`config.mk`:
```
export PLATFORM = sky130hd
export DESIGN_NAME = sync_fifo_param
export DESIGN_NICKNAME = d
export VERILOG_FILES = /design/src/rtl/fifo_pkg.sv /design/src/rtl/fifo_mem_2p.sv /design/src/rtl/sync_fifo_param.sv
export SDC_FILE = /design/constraint.sdc
export NUM_CORES = 1
export LEC_CHECK = 0
export ABC_AREA = 1
export BUFFER_PORTS_ARGS = -buffer_cell sky130_fd_sc_hd__buf_4
export CORE_MARGIN = 2
export CORE_UTILIZATION = 68
export CTS_BUF_LIST = sky130_fd_sc_hd__clkbuf_2
export DETAILED_ROUTE_END_ITERATION = 16
export HOLD_SLACK_MARGIN = 0.06
export PLACE_DENSITY = 0.93
export SLEW_MARGIN = 25
export SYNTH_ARGS = -nofsm -noshare
export SYNTH_HDL_FRONTEND = slang
export SYNTH_SLANG_ARGS = --single-unit
```
`constraint.sdc`:
```
create_clock -name clk -period 5.2 [get_ports clk]
set_clock_uncertainty 0.05 [all_clocks]
set_input_delay 0.78 -clock clk [delete_from_list [all_inputs] [get_ports clk]]
set_output_delay 0.78 -clock clk [all_outputs]
set_load 0.005 [all_outputs]
```
`src/rtl/fifo_pkg.sv`:
```
// rtl/fifo_pkg.sv - shared types and defaults for the parametrised synchronous FIFO
//
// Purpose: output-mode enum and default geometry used by sync_fifo_param.
// Ports:   none (package).
package fifo_pkg;

    // FIFO_STD: registered read data; FIFO_FWFT: head of queue visible without a read.
    typedef enum logic {
        FIFO_STD  = 1'b0,
        FIFO_FWFT = 1'b1
    } fifo_mode_e;

    localparam int FIFO_DEF_DATA_W = 8;
    localparam int FIFO_DEF_DEPTH  = 16;

endpackage

```
`src/rtl/fifo_mem_2p.sv`:
```
// rtl/fifo_mem_2p.sv - two-port FIFO storage, synchronous write, asynchronous read
//
// Purpose: DEPTH x DATA_W register array backing the FIFO. Contents are not reset.
// Ports:
//   clk_i      clock, write on rising edge
//   wr_en_i    write strobe
//   waddr_i    write address
//   wdata_i    write data
//   raddr_i    read address (combinational read)
//   rdata_o    read data
module fifo_mem_2p #(
    parameter int DATA_W = 8,
    parameter int DEPTH  = 16,
    localparam int AW    = $clog2(DEPTH)
) (
    input  logic              clk_i,
    input  logic              wr_en_i,
    input  logic [AW-1:0]     waddr_i,
    input  logic [DATA_W-1:0] wdata_i,
    input  logic [AW-1:0]     raddr_i,
    output logic [DATA_W-1:0] rdata_o
);

    logic [DATA_W-1:0] mem_q [DEPTH];

    always_ff @(posedge clk_i) begin
        if (wr_en_i) begin
            mem_q[waddr_i] <= wdata_i;
        end
    end

    assign rdata_o = mem_q[raddr_i];

endmodule

```
`src/rtl/sync_fifo_param.sv`:
```
// rtl/sync_fifo_param.sv - parametrised single-clock FIFO with occupancy, almost flags and error pulses
//
// Purpose: DEPTH-entry FIFO using every slot, simultaneous read/write, standard or
//          first-word-fall-through output.
// Ports:
//   clk           clock, all state on rising edge
//   rst           synchronous active-high reset
//   wr_en, din    write request and data (ignored when full)
//   rd_en         read request (ignored when empty)
//   dout          read data (registered in FIFO_STD, head of queue in FIFO_FWFT)
//   full, empty   count == DEPTH / count == 0
//   almost_full   count >= AF_LEVEL
//   almost_empty  count <= AE_LEVEL
//   count         occupancy 0..DEPTH
//   overflow      one-cycle pulse after a write attempted while full
//   underflow     one-cycle pulse after a read attempted while empty
module sync_fifo_param
    import fifo_pkg::*;
#(
    parameter int         DATA_W   = FIFO_DEF_DATA_W,
    parameter int         DEPTH    = FIFO_DEF_DEPTH,
    parameter int         AF_LEVEL = DEPTH - 2,
    parameter int         AE_LEVEL = 2,
    parameter fifo_mode_e MODE     = FIFO_STD
) (
    input  logic                   clk,
    input  logic                   rst,
    input  logic                   wr_en,
    input  logic [DATA_W-1:0]      din,
    input  logic                   rd_en,
    output logic [DATA_W-1:0]      dout,
    output logic                   full,
    output logic                   empty,
    output logic                   almost_full,
    output logic                   almost_empty,
    output logic [$clog2(DEPTH):0] count,
    output logic                   overflow,
    output logic                   underflow
);

    localparam int AW = $clog2(DEPTH);
    localparam int CW = AW + 1;

    localparam logic [CW-1:0] DEPTH_C = CW'(DEPTH);
    localparam logic [CW-1:0] AF_C    = CW'(AF_LEVEL);
    localparam logic [CW-1:0] AE_C    = CW'(AE_LEVEL);

    if ((DEPTH < 2) || ((DEPTH & (DEPTH - 1)) != 0)) begin : g_bad_depth
        $fatal(1, "sync_fifo_param: DEPTH must be a power of two and >= 2");
    end
    if ((AE_LEVEL < 0) || (AE_LEVEL >= AF_LEVEL) || (AF_LEVEL > DEPTH)) begin : g_bad_levels
        $fatal(1, "sync_fifo_param: need 0 <= AE_LEVEL < AF_LEVEL <= DEPTH");
    end

    logic [AW-1:0]     wptr_q, wptr_d;
    logic [AW-1:0]     rptr_q, rptr_d;
    logic [CW-1:0]     count_q, count_d;
    logic [DATA_W-1:0] dout_q, dout_d;
    logic              overflow_q, overflow_d;
    logic              underflow_q, underflow_d;
    logic [DATA_W-1:0] mem_rdata;
    logic              wr_ok;
    logic              rd_ok;

    // Flags come straight from the registered count, so acceptance uses pre-edge state.
    assign full         = (count_q == DEPTH_C);
    assign empty        = (count_q == '0);
    assign almost_full  = (count_q >= AF_C);
    assign almost_empty = (count_q <= AE_C);
    assign count        = count_q;
    assign overflow     = overflow_q;
    assign underflow    = underflow_q;

    // No bypass: a write into an empty FIFO is not readable in the same cycle.
    assign wr_ok = wr_en && !full;
    assign rd_ok = rd_en && !empty;

    fifo_mem_2p #(
        .DATA_W (DATA_W),
        .DEPTH  (DEPTH)
    ) u_mem (
        .clk_i   (clk),
        .wr_en_i (wr_ok),
        .waddr_i (wptr_q),
        .wdata_i (din),
        .raddr_i (rptr_q),
        .rdata_o (mem_rdata)
    );

    always_comb begin
        wptr_d      = wptr_q;
        rptr_d      = rptr_q;
        count_d     = count_q;
        dout_d      = dout_q;
        overflow_d  = wr_en && full;
        underflow_d = rd_en && empty;

        // Pointers are exactly AW bits wide, so DEPTH-1 + 1 wraps to 0 on its own.
        if (wr_ok) begin
            wptr_d = wptr_q + AW'(1);
        end
        if (rd_ok) begin
            rptr_d = rptr_q + AW'(1);
            dout_d = mem_rdata;
        end

        unique case ({wr_ok, rd_ok})
            2'b10:   count_d = count_q + CW'(1);
            2'b01:   count_d = count_q - CW'(1);
            default: count_d = count_q;
        endcase
    end

    always_ff @(posedge clk) begin
        if (rst) begin
            wptr_q      <= '0;
            rptr_q      <= '0;
            count_q     <= '0;
            dout_q      <= '0;
            overflow_q  <= 1'b0;
            underflow_q <= 1'b0;
        end else begin
            wptr_q      <= wptr_d;
            rptr_q      <= rptr_d;
            count_q     <= count_d;
            dout_q      <= dout_d;
            overflow_q  <= overflow_d;
            underflow_q <= underflow_d;
        end
    end

    // FWFT shows the head directly and forces zero when there is nothing to show.
    assign dout = (MODE == FIFO_FWFT) ? (empty ? '0 : mem_rdata) : dout_q;

endmodule

```
# After elaboration in Yosys (flattened, before gate mapping)
# Memory sizes are Yosys's and may differ from the RTL's. A register that Yosys moved wholly into a read port is not among the register bits.
# Cells that the tools add are included.
# totals
mem_count,1
elab_cells,26
ram_bits,128
ff_bits,15
# classes
reduce_logical,8
n_mux,3
n_addsub,4
n_lt_le_gt_ge,2
n_eq_ne,3
# mem_list
name,depth,word_bits,read_ports,rd_ports_with_merged_regs,write_ports,line_no,text
u_mem.mem_q,16,8,1,1,1,fifo_mem_2p.sv:24,logic [DATA_W-1:0] mem_q [DEPTH];
# op_table
op,count
5-bit case mux with 2 select lines,1
"4-bit by 1-bit adder with 4-bit output, second input constant",2
"5-bit by 1-bit adder with 5-bit output, second input constant",1
"5-bit equality test, second input constant",1
"5-bit by 4-bit greater-or-equal comparator with 1-bit output, second input constant",1
"5-bit by 2-bit less-or-equal comparator with 1-bit output, second input constant",1
5-bit logical NOT,1
"5-bit by 1-bit subtractor with 5-bit output, second input constant",1
1-bit logical AND,4
"2-bit by 1-bit equality test with 1-bit output, second input constant",1
"2-bit equality test, second input constant",1
1-bit logical NOT,2
1-bit 2-to-1 mux,2
2-bit nonzero test,1

# Longest topological paths before layout
# Gate-level depths: netlist of the first run.
# logic_depth
word_depth,5
depth_mapped,16

# Modules after synthesis
# Synthesis of the first run repeated with hierarchy kept, for this count alone.
# unflattened
hier_cells,696
hier_area_um2,6746.5
# modules_own_cells
mod,n_inst,area_each_um2,seq_area_each_um2,cells_per_inst
fifo_mem_2p,1,5606.6,3843.7,543
sync_fifo_param,1,1139.8,460.4,153

# Worst setup path before layout of the first run
# Ideal clock, no wire load.
# synth_path
kind,input to register
from,input port rd_en
to,"register count_q[4], in the netlist count[4]"
setup_ps,71
path_stages,13
n_path_buf,1
slack_ps,2936
t_required_ps,5079
t_arrival_ps,2143
cell_sequence,nand2_4 > inv_4 > buf_6 > ha_1 > ha_1 > inv_1 > o21bai_1 > inv_2 > nand2_1 > nand2_1 > nand2_1 > nand2_1 > a21oi_1
# synth_via
elab_chain_cells,3
word_cells_on_any_way,5
# synth_lines
element,line_no,text
from (decl),sync_fifo_param.sv:30,"input logic rd_en,"
1-bit logical AND *,sync_fifo_param.sv:76,assign rd_ok = rd_en && !empty;
named net rd_ok,sync_fifo_param.sv:63,logic rd_ok;
2-bit by 1-bit equality test with 1-bit output or 2-bit equality test (tied branches),sync_fifo_param.sv:107,"unique case ({wr_ok, rd_ok})"
5-bit case mux with 2 select lines or 2-bit nonzero test (tied branches),n/a,
to (signal assigned),sync_fifo_param.sv:125,count_q <= count_d;
to (decl),sync_fifo_param.sv:57,"logic [CW-1:0] count_q, count_d;"
# The timed path passes the listed nets; every way through them passes the cells marked *.
# A chain may end at the register's enable or synchronous reset.

# Worst setup path after layout of the first run
# layout_path
from,"register count_q[1], in the netlist count[1]"
to,output port almost_empty
# layout_via
elab_chain_cells,1
# layout_lines
element,line_no,text
5-bit by 2-bit less-or-equal comparator with 1-bit output,sync_fifo_param.sv:69,assign almost_empty = (count_q <= AE_C);
to (decl),sync_fifo_param.sv:35,"output logic almost_empty,"
# No other way between the ends.

==> summary.txt, run 1 <==
Slew HR -> 35.3%
register bit total from synthesis -> 151
Vias/cell -> 5.75
clock root cell -> clkbuf_2
syn nets -> 704
Final period util -> 52.3%
setup_tns -> 0 ps
post-CTS setup buffers -> 0
min-delay src -> rd_en
Worst EP required -> 4370 ps
worst path arrival time -> 1890 ps
initial antenna violation count -> 0
worst path bufs/invs -> 1
Final Hold Viols -> 0
layout cells sized above 1 -> 11.1%
largest net degree at the start of global routing -> 68
Worst Hold Path EP -> underflow
Post-Syn Area -> 6700 um2
top-count cell post-synth -> nand2_1
Yosys top cell by area -> edfxtp_1
clk buf depth -> 2
post-place setup slack -> 2670 ps
Crit Path Class -> register to output pin
Die Y -> 103 um
NetSw -> 1.21 mW
crit start category -> register
Peak VDD IR -> 284 uV
Power Total -> 3.26 mW
top cells by area, synth -> edfxtp_1 (57%), nand2_1 (13%), nand3_1 (7.1%), dfxtp_1 (6.9%), inv_1 (4.9%)
Leak -> 3.12 nW
final setup margin -> 2480 ps
Vias -> 4897
Die X -> 103 um
Worst path max stage delay -> 560 ps
cell count after synthesis -> 683
Num Clock Sinks -> 151
YS warnings -> 0
syn avg cell area -> 9.82 um2
worst path cell trace -> a2111oi_0 > buf_4
hpwl dp -> 9470 um
count of cell types in the netlist -> 30
number of placement rows -> 36
share of the synthesized area in the top cell type -> 57.3%
Sw Ratio -> 37.0%
sequential share of the synthesized area -> 64.2%
Num CTS Buffers -> 17
fin nets -> 727
Worst Hold Depth -> 2
RSZ-0062 raised after global routing -> no
GRT Util Overall -> 29.7%
Top delay family on crit path -> compound AO/OA/AOI/OAI gates
Clock Power Share -> 22.8%
max cap viols -> 0
CTS tree -> done
hold_ws -> 306 ps
Worst Tran Pin Value -> 967 ps
final setup violation count -> 0
DR WL/cell -> 18.0 um
crit end category -> output pin
DRT Pass-1 Iters -> 7
vias in the first global route -> 4585
first-pass GRT wire length -> 22800 um
I/O pin count -> 31
Combinational Power Share -> 32.6%
Reg2Reg Launch Point -> count[0]
Port Buffers -> 30
Final GP Congestion -> 0.903
# DRC -> 0
starting density of the core -> 69.2%
Post-synth EDFFs -> 128
diodes inserted -> 0
Worst R2R End -> count[4]
Highest Clock Rate -> 0.368 GHz
Detailed Route WL -> 15400 um
leading cell types by count after synthesis -> nand2_1 (235), edfxtp_1 (128), nand3_1 (95)
Detail Route Antenna Nets -> 0
CTS clk-pin slew, worst paths -> 230 ps
die area -> 10700 um2
Post-CTS Hold Buffers -> 0
status -> completed
DRT iter0 DRCs -> 460
Critical Path Fanout Max -> 7
core area -> 9680 um2
# fillers -> 570
worst skew pair latency -> 690 ps
Area Overhead vs Synth -> 7.60%
R2R cell count -> 15
Flop pwr share -> 44.6%
total gr overflow -> 0
ys flop type -> edfxtp_1
worst min path class -> input pin to register
Final min period -> 2720 ps
P per Cell Area -> 453 nW/um2
H-tree depth -> 4
Post-CTS Resized -> 0
R2R Setup Slk -> 2750 ps
Critical-path top delay cell -> a2111oi_0
internal power -> 2.06 mW
ys async rst share -> 0%
Final Max Tran Viols -> 0
-- final cells by class --
type	instances	area, um2	share of cell area [%]
Tap cell	133	166	2.31
Clock buffer	17	85.1	1.18
Multi-Input combinational cell	407	1850	25.6
Sequential cell	151	4310	59.7
Timing Repair Buffer	32	240	3.33
Inverter	97	368	5.10
Clock inverter	15	201	2.79
-- sequential cells by signal, summed over array words and instances, names as in the netlist --
| register | cells |
|---|---|
| count | 5 |
| wptr_q | 4 |
| dout | 8 |
| rptr_q | 4 |
| u_mem.mem_q | 128 |
| underflow | 1 |
| overflow | 1 |
-- cells by family (layout without fill, tap and decap cells) --
| family | after synthesis | after routing | synth area share, % |
|---|---|---|---|
| AOI/OAI and AO/OA | 16 | 16 | 1.40 |
| and+or+nand+nor | 377 | 377 | 23.8 |
| buffers and inverters | 125 | 161 | 8.25 |
| adders and majority gates | 9 | 9 | 1.68 |
| xor gates and xnor gates | 5 | 5 | 0.653 |
| DFF | 151 | 151 | 64.2 |
-- per-layer routing --
layer	part of all wire (%)	GRT usage, %	wire, um
met5	0	0	0
met4	3.5	13.5	536
met3	9.3	7.26	1420
met2	52	51.0	7960
met1	35	35.8	5430
-- worst max path at each step --
stage | endpoint | startpoint | cells past startpoint
3_5_place_dp | count[4] | rd_en | 14
2_1_floorplan | count[4] | rd_en | 13
6_report | almost_empty | count[1] | 2
3_3_place_gp | count[4] | rd_en | 14
4_1_cts | almost_empty | count[1] | 2
5_1_grt | almost_empty | count[1] | 2
-- power by group through the flow --
| stage | registers (mW) | logic, mW | clock network (mW) |
|---|---|---|---|
| after floorplan | 1.47 | 0.749 | 0 |
| after global placement | 1.48 | 0.964 | 0 |
| after detailed placement | 1.48 | 1.02 | 0 |
| after CTS | 1.45 | 1.04 | 0.741 |
| after global routing | 1.46 | 1.17 | 0.786 |
| final | 1.46 | 1.06 | 0.745 |
-- worst reg2reg max path: stages (launching register included) --
cell     delay [ps]
dfxtp_1         510
inv_1           130
nand4_2         160
nand2_4         100
inv_4           190
ha_1            310
xor2_1          220
ha_1            180
inv_1            40
nand2_1          90
nand3_1         110
nand2_1          70
nand2_1          40
nand2_1          60
nand2_1          40
a21oi_1         120
-- per-stage QoR --
stage	utilization, %	cells	instance area, um2
5_1_grt	74.5	852	7210
3_3_place_gp	71.5	820	6930
4_1_cts	74.5	852	7210
3_5_place_dp	71.5	820	6930
2_1_floorplan	-	683	6700
6_report	74.5	852	7210
-- layout by cell type, fill, tap and decap left out, types with 3 or more instances in the layout --
cell        Yosys  final
a21oi_1         9      9
buf_4           6     32
bufinv_16       0      4
clkbuf_2        0     17
clkinvlp_4      0      5
dfxtp_1        23     22
edfxtp_1      128    128
ha_1            9      9
inv_1          88     88
inv_2           8      7
inv_6           0      3
nand2_1       235    235
nand3_1        95     95
nor2_1         35     35
nor3b_1         3      3
xor2_1          4      4
(Power assumes the default switching activity.)
==> run 2: changes to the inputs <==
--- a/config.mk
+++ b/config.mk
@@ -8,11 +8,11 @@
 export ABC_AREA = 1
 export BUFFER_PORTS_ARGS = -buffer_cell sky130_fd_sc_hd__buf_4
 export CORE_MARGIN = 2
-export CORE_UTILIZATION = 68
+export CORE_UTILIZATION = 64
 export CTS_BUF_LIST = sky130_fd_sc_hd__clkbuf_2
 export DETAILED_ROUTE_END_ITERATION = 16
 export HOLD_SLACK_MARGIN = 0.06
-export PLACE_DENSITY = 0.93
+export PLACE_DENSITY = 0.89
 export SLEW_MARGIN = 25
 export SYNTH_ARGS = -nofsm -noshare
 export SYNTH_HDL_FRONTEND = slang
==> constraint.sdc (replaced) <==
create_clock -name clk -period 2.8 [get_ports clk]
set_clock_uncertainty 0.05 [all_clocks]
set_input_delay 0.42 -clock clk [delete_from_list [all_inputs] [get_ports clk]]
set_output_delay 0.42 -clock clk [all_outputs]
set_load 0.005 [all_outputs]
==> summary.txt, run 2 (same netlist as run 1, synthesis figures left out) <==
status -> completed
Critical Path End -> count[4]
max reg flops -> 128 (unchanged)
R2R cell count -> 15 (unchanged)
Worst path max stage delay -> 540 ps (-20 ps)
DRT Pass-1 Iters -> 7 (unchanged)
met2 WL post-DR -> 7310 um (-8.2%)
worst path bufs/invs -> 2 (+1)
R2R Setup Slk -> 400 ps (-2350 ps)
Num CTS Buffers -> 17 (unchanged)
largest net degree at the start of global routing -> 68 (unchanged)
most frequent cells in the layout -> nand2_1 (235), edfxtp_1 (128), nand3_1 (95)
Worst EP required -> 3430 ps (-940 ps)
GRT Util Overall -> 27.2% (-2.5 points)
Leak -> 3.22 nW (+3.2%)
WL met1 -> 5480 um (+0.87%)
hpwl dp -> 8890 um (-6.1%)
clk buf depth -> 2 (unchanged)
fin nets -> 743 (+2.2%)
Port Buffers -> 30 (unchanged)
# DRC -> 0 (unchanged)
first-pass GRT wire length -> 22800 um (about the same)
metal3 WL -> 1270 um (-11%)
Num Clock Sinks -> 151 (unchanged)
Crit path depth -> 15 (+13)
crit end category -> register
starting density of the core -> 65.5% (-3.7 points)
number of placement rows -> 37 (+2.8%)
Peak VDD IR -> 555 uV (+95%)
vias in the first global route -> 4697 (+2.4%)
initial antenna violation count -> 0 (unchanged)
Area Overhead vs Synth -> 10.2%
Top reg by flops -> u_mem.mem_q
clock root cell -> clkbuf_2
RSZ-0062 raised after global routing -> no
core area -> 10200 um2 (+5.6%)
CTS tree -> done
Vias/cell -> 5.50 (-4.3%)
die area -> 11300 um2 (+6.0%)
worst path arrival time -> 3030 ps (+1140 ps)
DRT iter0 DRCs -> 489 (+6.3%)
diodes inserted -> 0 (unchanged)
total gr overflow -> 0 (unchanged)
Critical Path Fanout Max -> 20 (+13)
H-tree depth -> 4 (unchanged)
Crit Path Class -> register to register
Final GP Congestion -> 0.917 (+1.6%)
Slew HR -> 40.4% (+5.1 points)
most common cell after layout, fill and taps aside -> nand2_1
Highest Signal Layer -> met4
Die Y -> 106 um (+3.0%)
max cap viols -> 0 (unchanged)
final setup violation count -> 0 (unchanged)
crit start category -> register
Vias -> 4789 (-2.2%)
Layout Utilization -> 72.2% (-2.2 points)
I/O pin count -> 31 (unchanged)
Worst setup startpoint -> count[2]
CTS clk-pin slew, worst paths -> 230 ps (about the same)
CP most frequent cell -> nand2_1
Detailed Route WL -> 14500 um (-5.8%)
Post-CTS Resized -> 0 (unchanged)
Worst Tran Pin Value -> 891 ps (-75.7 ps)
P per Cell Area -> 825 nW/um2 (+82%)
Top delay family on crit path -> simple AND/OR/NAND/NOR gates
layout cells sized above 1 -> 11.4% (+0.30 points)
worst min path class -> register to register
setup_tns -> 0 ps (unchanged)
Highest Clock Rate -> 0.417 GHz
Reg2Reg Launch Point -> count[2]
worst skew pair latency -> 720 ps (+30 ps)
Final Hold Viols -> 0 (unchanged)
Final min period -> 2400 ps
Worst R2R End -> count[4]
DR WL/cell -> 16.6 um (-7.9%)
Final Max Tran Viols -> 0 (unchanged)
Critical-path top delay cell -> dfxtp_1
worst path cell trace -> nor2_2 > nand4_2 > nand2_4 > inv_4 > ha_1 > xor2_1 > ha_1 > inv_1 > nand2_1 > nand3_1 > nand2_1 > nand2_1 > nand2_1 > nand2_1 > a21oi_1
Die X -> 106 um (+3.0%)
Final period util -> 85.7%
Detail Route Antenna Nets -> 0 (unchanged)
==> run 2: layout make-up <==
| class | instances | area (um2) |
|---|---|---|
| fill | 699 | 2840 |
| tap | 136 | 170 |
| inverter | 97 | 367 |
| multi-input combinational | 407 | 1850 |
| sequential | 151 | 4310 |
| clock inverter | 15 | 224 |
| timing repair buffer | 48 | 393 |
| clock buffer | 17 | 85.1 |
==> run 2: metal layers <==
metal / track usage (%) / vias up
met1: 34.0 / 2239
met5: 0 / -
met4: 12.8 / 0
li1: - / 2280
met2: 45.9 / 230
met3: 5.46 / 40
==> run 2: worst min-delay path by stage <==
stage | startpoint | end | slack, ps | cells past startpoint
final | wptr_q[3] | wptr_q[3] | 500 | 2
after global routing | din[0] | u_mem.mem_q[8][0] | 500 | 2
after CTS | rst | count[0] | 480 | 3
after detailed placement | wptr_q[3] | wptr_q[3] | 460 | 2
after global placement | wptr_q[3] | wptr_q[3] | 450 | 2
after floorplan | wptr_q[3] | wptr_q[3] | 420 | 2
==> run 2: worst min-delay path: cells and delay by family (launching register included) <==
kind             cells  cell delay, ps
AO/OA/AOI/OAI        1              60
flip-flops           1             400
AND/OR/NAND/NOR      1              80
==> run 2: power breakdown <==
part / total, mW / switching, mW / leakage (nW) / internal (mW)
sequential: 2.70 / 0.116 / 1.35 / 2.59
clock: 1.48 / 0.799 / 0.175 / 0.682
combinational: 1.91 / 1.26 / 1.70 / 0.651
==> run 2: what timing repair did <==
action,4_1_cts,5_1_grt
hold endpoints to repair,151,0
endpoints found under the setup margin,0,0
buffers inserted,0,0
hold buffers,13,0
==> run 2: through the flow <==
| stage | hold WS [ps] | instance area, um2 | cells | power, mW | worst slack [ps] |
|---|---|---|---|---|---|
| after global placement | 453 | 6950 | 826 | 4.53 | 567 |
| after floorplan | 422 | 6700 | 683 | 4.12 | 629 |
| final | 501 | 7390 | 871 | 6.10 | 401 |
| after detailed placement | 464 | 6950 | 826 | 4.59 | 498 |
| after global routing | 499 | 7390 | 871 | 6.41 | 146 |
| after CTS | 477 | 7390 | 871 | 6.06 | 438 |
==> run 3: changes to the inputs <==
--- a/config.mk
+++ b/config.mk
@@ -5,14 +5,13 @@
 export SDC_FILE = /design/constraint.sdc
 export NUM_CORES = 1
 export LEC_CHECK = 0
-export ABC_AREA = 1
 export BUFFER_PORTS_ARGS = -buffer_cell sky130_fd_sc_hd__buf_4
 export CORE_MARGIN = 2
-export CORE_UTILIZATION = 64
+export CORE_UTILIZATION = 63
 export CTS_BUF_LIST = sky130_fd_sc_hd__clkbuf_2
 export DETAILED_ROUTE_END_ITERATION = 16
 export HOLD_SLACK_MARGIN = 0.06
-export PLACE_DENSITY = 0.89
+export PLACE_DENSITY = 0.88
 export SLEW_MARGIN = 25
 export SYNTH_ARGS = -nofsm -noshare
 export SYNTH_HDL_FRONTEND = slang
==> summary.txt, run 3 <==
first-pass GRT wire length -> 18200 um (-21%)
Yosys top cell by area -> edfxtp_1
worst path arrival time -> 3200 ps (+170 ps)
clock root cell -> clkbuf_2
status -> completed
Worst Tran Pin Value -> 685 ps (-206 ps)
clk buf depth -> 2 (unchanged)
syn avg cell area -> 16.1 um2 (+64%)
Worst setup startpoint -> count[1]
top cells by area, synth -> edfxtp_1 (63%), dfxtp_1 (7.6%), mux4_2 (5.9%), mux2i_1 (5.6%), nor2_1 (2.7%)
CTS clk-pin slew, worst paths -> 240 ps (about the same)
die area -> 10400 um2 (-7.8%)
Leak -> 2.29 nW (-29%)
Area Overhead vs Synth -> 13.2%
DRT Pass-1 Iters -> 4 (-3)
CP most frequent cell -> a21oi_1
YS warnings -> 0 (unchanged)
P per Cell Area -> 776 nW/um2 (-6.0%)
Crit Path Class -> register to register
Post-synth EDFFs -> 128 (unchanged)
vias in the first global route -> 3393 (-28%)
Reg2Reg Launch Point -> count[1]
final setup violation count -> 0 (unchanged)
Final GP Congestion -> 0.834 (-9.0%)
most frequent cells in the layout -> edfxtp_1 (128), buf_4 (52), nor2_1 (43)
worst min path class -> input pin to register
most common cell after layout, fill and taps aside -> edfxtp_1
crit start category -> register
Vias -> 3418 (-29%)
top-count cell post-synth -> edfxtp_1
max cap viols -> 0 (unchanged)
ys async rst share -> 0% (unchanged)
GRT Util Overall -> 24.4% (-2.8 points)
Detailed Route WL -> 11800 um (-18%)
syn nets -> 397 (-44%)
total gr overflow -> 0 (unchanged)
Vias/cell -> 5.91 (+7.6%)
Final Max Tran Viols -> 0 (unchanged)
Slew HR -> 54.1% (+14 points)
Critical-path top delay cell -> dfxtp_2
starting density of the core -> 65.3% (-0.20 points)
Highest Clock Rate -> 0.382 GHz (-8.5%)
Power Total -> 5.33 mW (-13%)
max reg flops -> 128 (unchanged)
initial antenna violation count -> 0 (unchanged)
DRT iter0 DRCs -> 243 (-50%)
fin nets -> 457 (-38%)
H-tree depth -> 4 (unchanged)
register bit total from synthesis -> 151 (unchanged)
leading cell types by count after synthesis -> edfxtp_1 (128), nor2_1 (43), mux2i_1 (34)
largest net degree at the start of global routing -> 33 (-51%)
Num CTS Buffers -> 17 (unchanged)
I/O pin count -> 31 (unchanged)
setup_tns -> 0 ps (unchanged)
# DRC -> 0 (unchanged)
Top delay family on crit path -> compound AO/OA/AOI/OAI gates
Worst EP required -> 3370 ps (-60 ps)
Critical Path Fanout Max -> 8 (-60%)
count of cell types in the netlist -> 39 (+30%)
Die Y -> 102 um (-4.0%)
Num Clock Sinks -> 151 (unchanged)
Final period util -> 93.6% (+7.9 points)
Post-Syn Area -> 6060 um2 (-9.5%)
Worst path max stage delay -> 390 ps (-150 ps)
share of the synthesized area in the top cell type -> 63.4% (+6.0 points)
Final Hold Viols -> 0 (unchanged)
diodes inserted -> 0 (unchanged)
DR WL/cell -> 20.5 um (+24%)
min-delay src -> rd_en
number of placement rows -> 35 (-5.4%)
cell count after synthesis -> 376 (-45%)
Final min period -> 2620 ps (+222 ps)
hpwl dp -> 7820 um (-12%)
worst skew pair latency -> 690 ps (-30 ps)
sequential share of the synthesized area -> 71.0% (+6.8 points)
worst path bufs/invs -> 1 (-1)
worst path cell trace -> nor4_4 > a21boi_1 > ha_2 > buf_4 > ha_1 > o21ai_0 > o22ai_1 > a21oi_1 > a21oi_1 > mux2_1
Die X -> 102 um (-4.0%)
Port Buffers -> 30 (unchanged)
crit end category -> register
Detail Route Antenna Nets -> 0 (unchanged)
Peak VDD IR -> 359 uV (-35%)
layout cells sized above 1 -> 24.3% (+13 points)
core area -> 9280 um2 (-9.3%)
CTS tree -> done
Top reg by flops -> u_mem.mem_q
ys flop type -> edfxtp_1
-- run 3: changes by cell type after synthesis, moves of 5 or more --
cell,before,now
mux4_2,0,16
nor2_1,35,43
a311oi_1,0,8
nand2b_1,0,5
nand2_1,235,11
a22oi_1,0,9
mux2i_1,0,34
buf_4,6,1
nand3_1,95,2
o22ai_1,0,18
inv_2,8,0
inv_1,88,5
-- run 3: through the flow --
step           instances  instance area (um2)  util [%]  hold slack [ps]  worst slack [ps]
2_1_floorplan        376                 6070         -              442              19.0
3_3_place_gp         533                 6510      70.1              447               304
3_5_place_dp         533                 6510      70.1              448               203
4_1_cts              577                 6850      73.7              412               168
5_1_grt              578                 6870      74.0              421            -0.532
6_report             578                 6870      74.0              464               180
-- run 3: power breakdown --
| group | leakage, nW | switching, mW | internal (mW) |
|---|---|---|---|
| clock | 0.130 | 0.840 | 0.271 |
| sequential | 1.35 | 0.109 | 2.60 |
| combinational | 0.816 | 0.784 | 0.723 |
-- run 3: final timing paths --
kind	to	slack, ps	depth (start not counted)
setup reg to reg	count[4]	180	10
hold reg to reg	dout[6]	470	2
hold / removal	underflow	460	3
setup / recovery	count[4]	180	10
-- run 3: worst register-to-register path: cells and delay by family, from the launching register on --
family / cells / cell delay [ps]
adders and majority gates: 2 / 560
AOI/OAI and AO/OA: 5 / 710
DFF: 1 / 390
buffers and inverters: 1 / 170
and+or+nand+nor: 1 / 350
muxes: 1 / 330
-- run 3: kinds of logic (layout without fill, tap and decap cells) --
| family | Yosys count | in the layout | synth area share, % |
|---|---|---|---|
| flip-flops | 151 | 151 | 71.0 |
| AO/OA/AOI/OAI | 48 | 48 | 5.55 |
| buffers and inverters | 29 | 102 | 2.35 |
| adder cells (fa/ha/maj) | 9 | 9 | 1.86 |
| AND/OR/NAND/NOR | 79 | 79 | 6.23 |
| XOR/XNOR | 9 | 9 | 1.30 |
| multiplexers | 51 | 51 | 11.7 |
-- run 3: layout make-up --
cell class / count / area [um2]
fill: 550 / 2420
clock buffer: 17 / 85.1
clock inverter: 15 / 134
timing repair buffer: 65 / 531
tap: 129 / 161
inverter: 5 / 18.8
sequential: 151 / 4310
multi-input combinational: 196 / 1630
-- run 3: metal layers --
metal	routed length (um)	share of wire, %	GRT usage (%)
met1	4980	42	33.7
met2	5930	50	38.7
met3	717	6.1	5.27
met4	223	1.9	9.85
met5	0	0	0
-- run 3: what timing repair did --
action	4_1_cts	5_1_grt
setup buffers	0	1
setup endpoints to repair	0	1
resized for setup	0	4
hold buffers	12	0
hold endpoints to repair	150	0
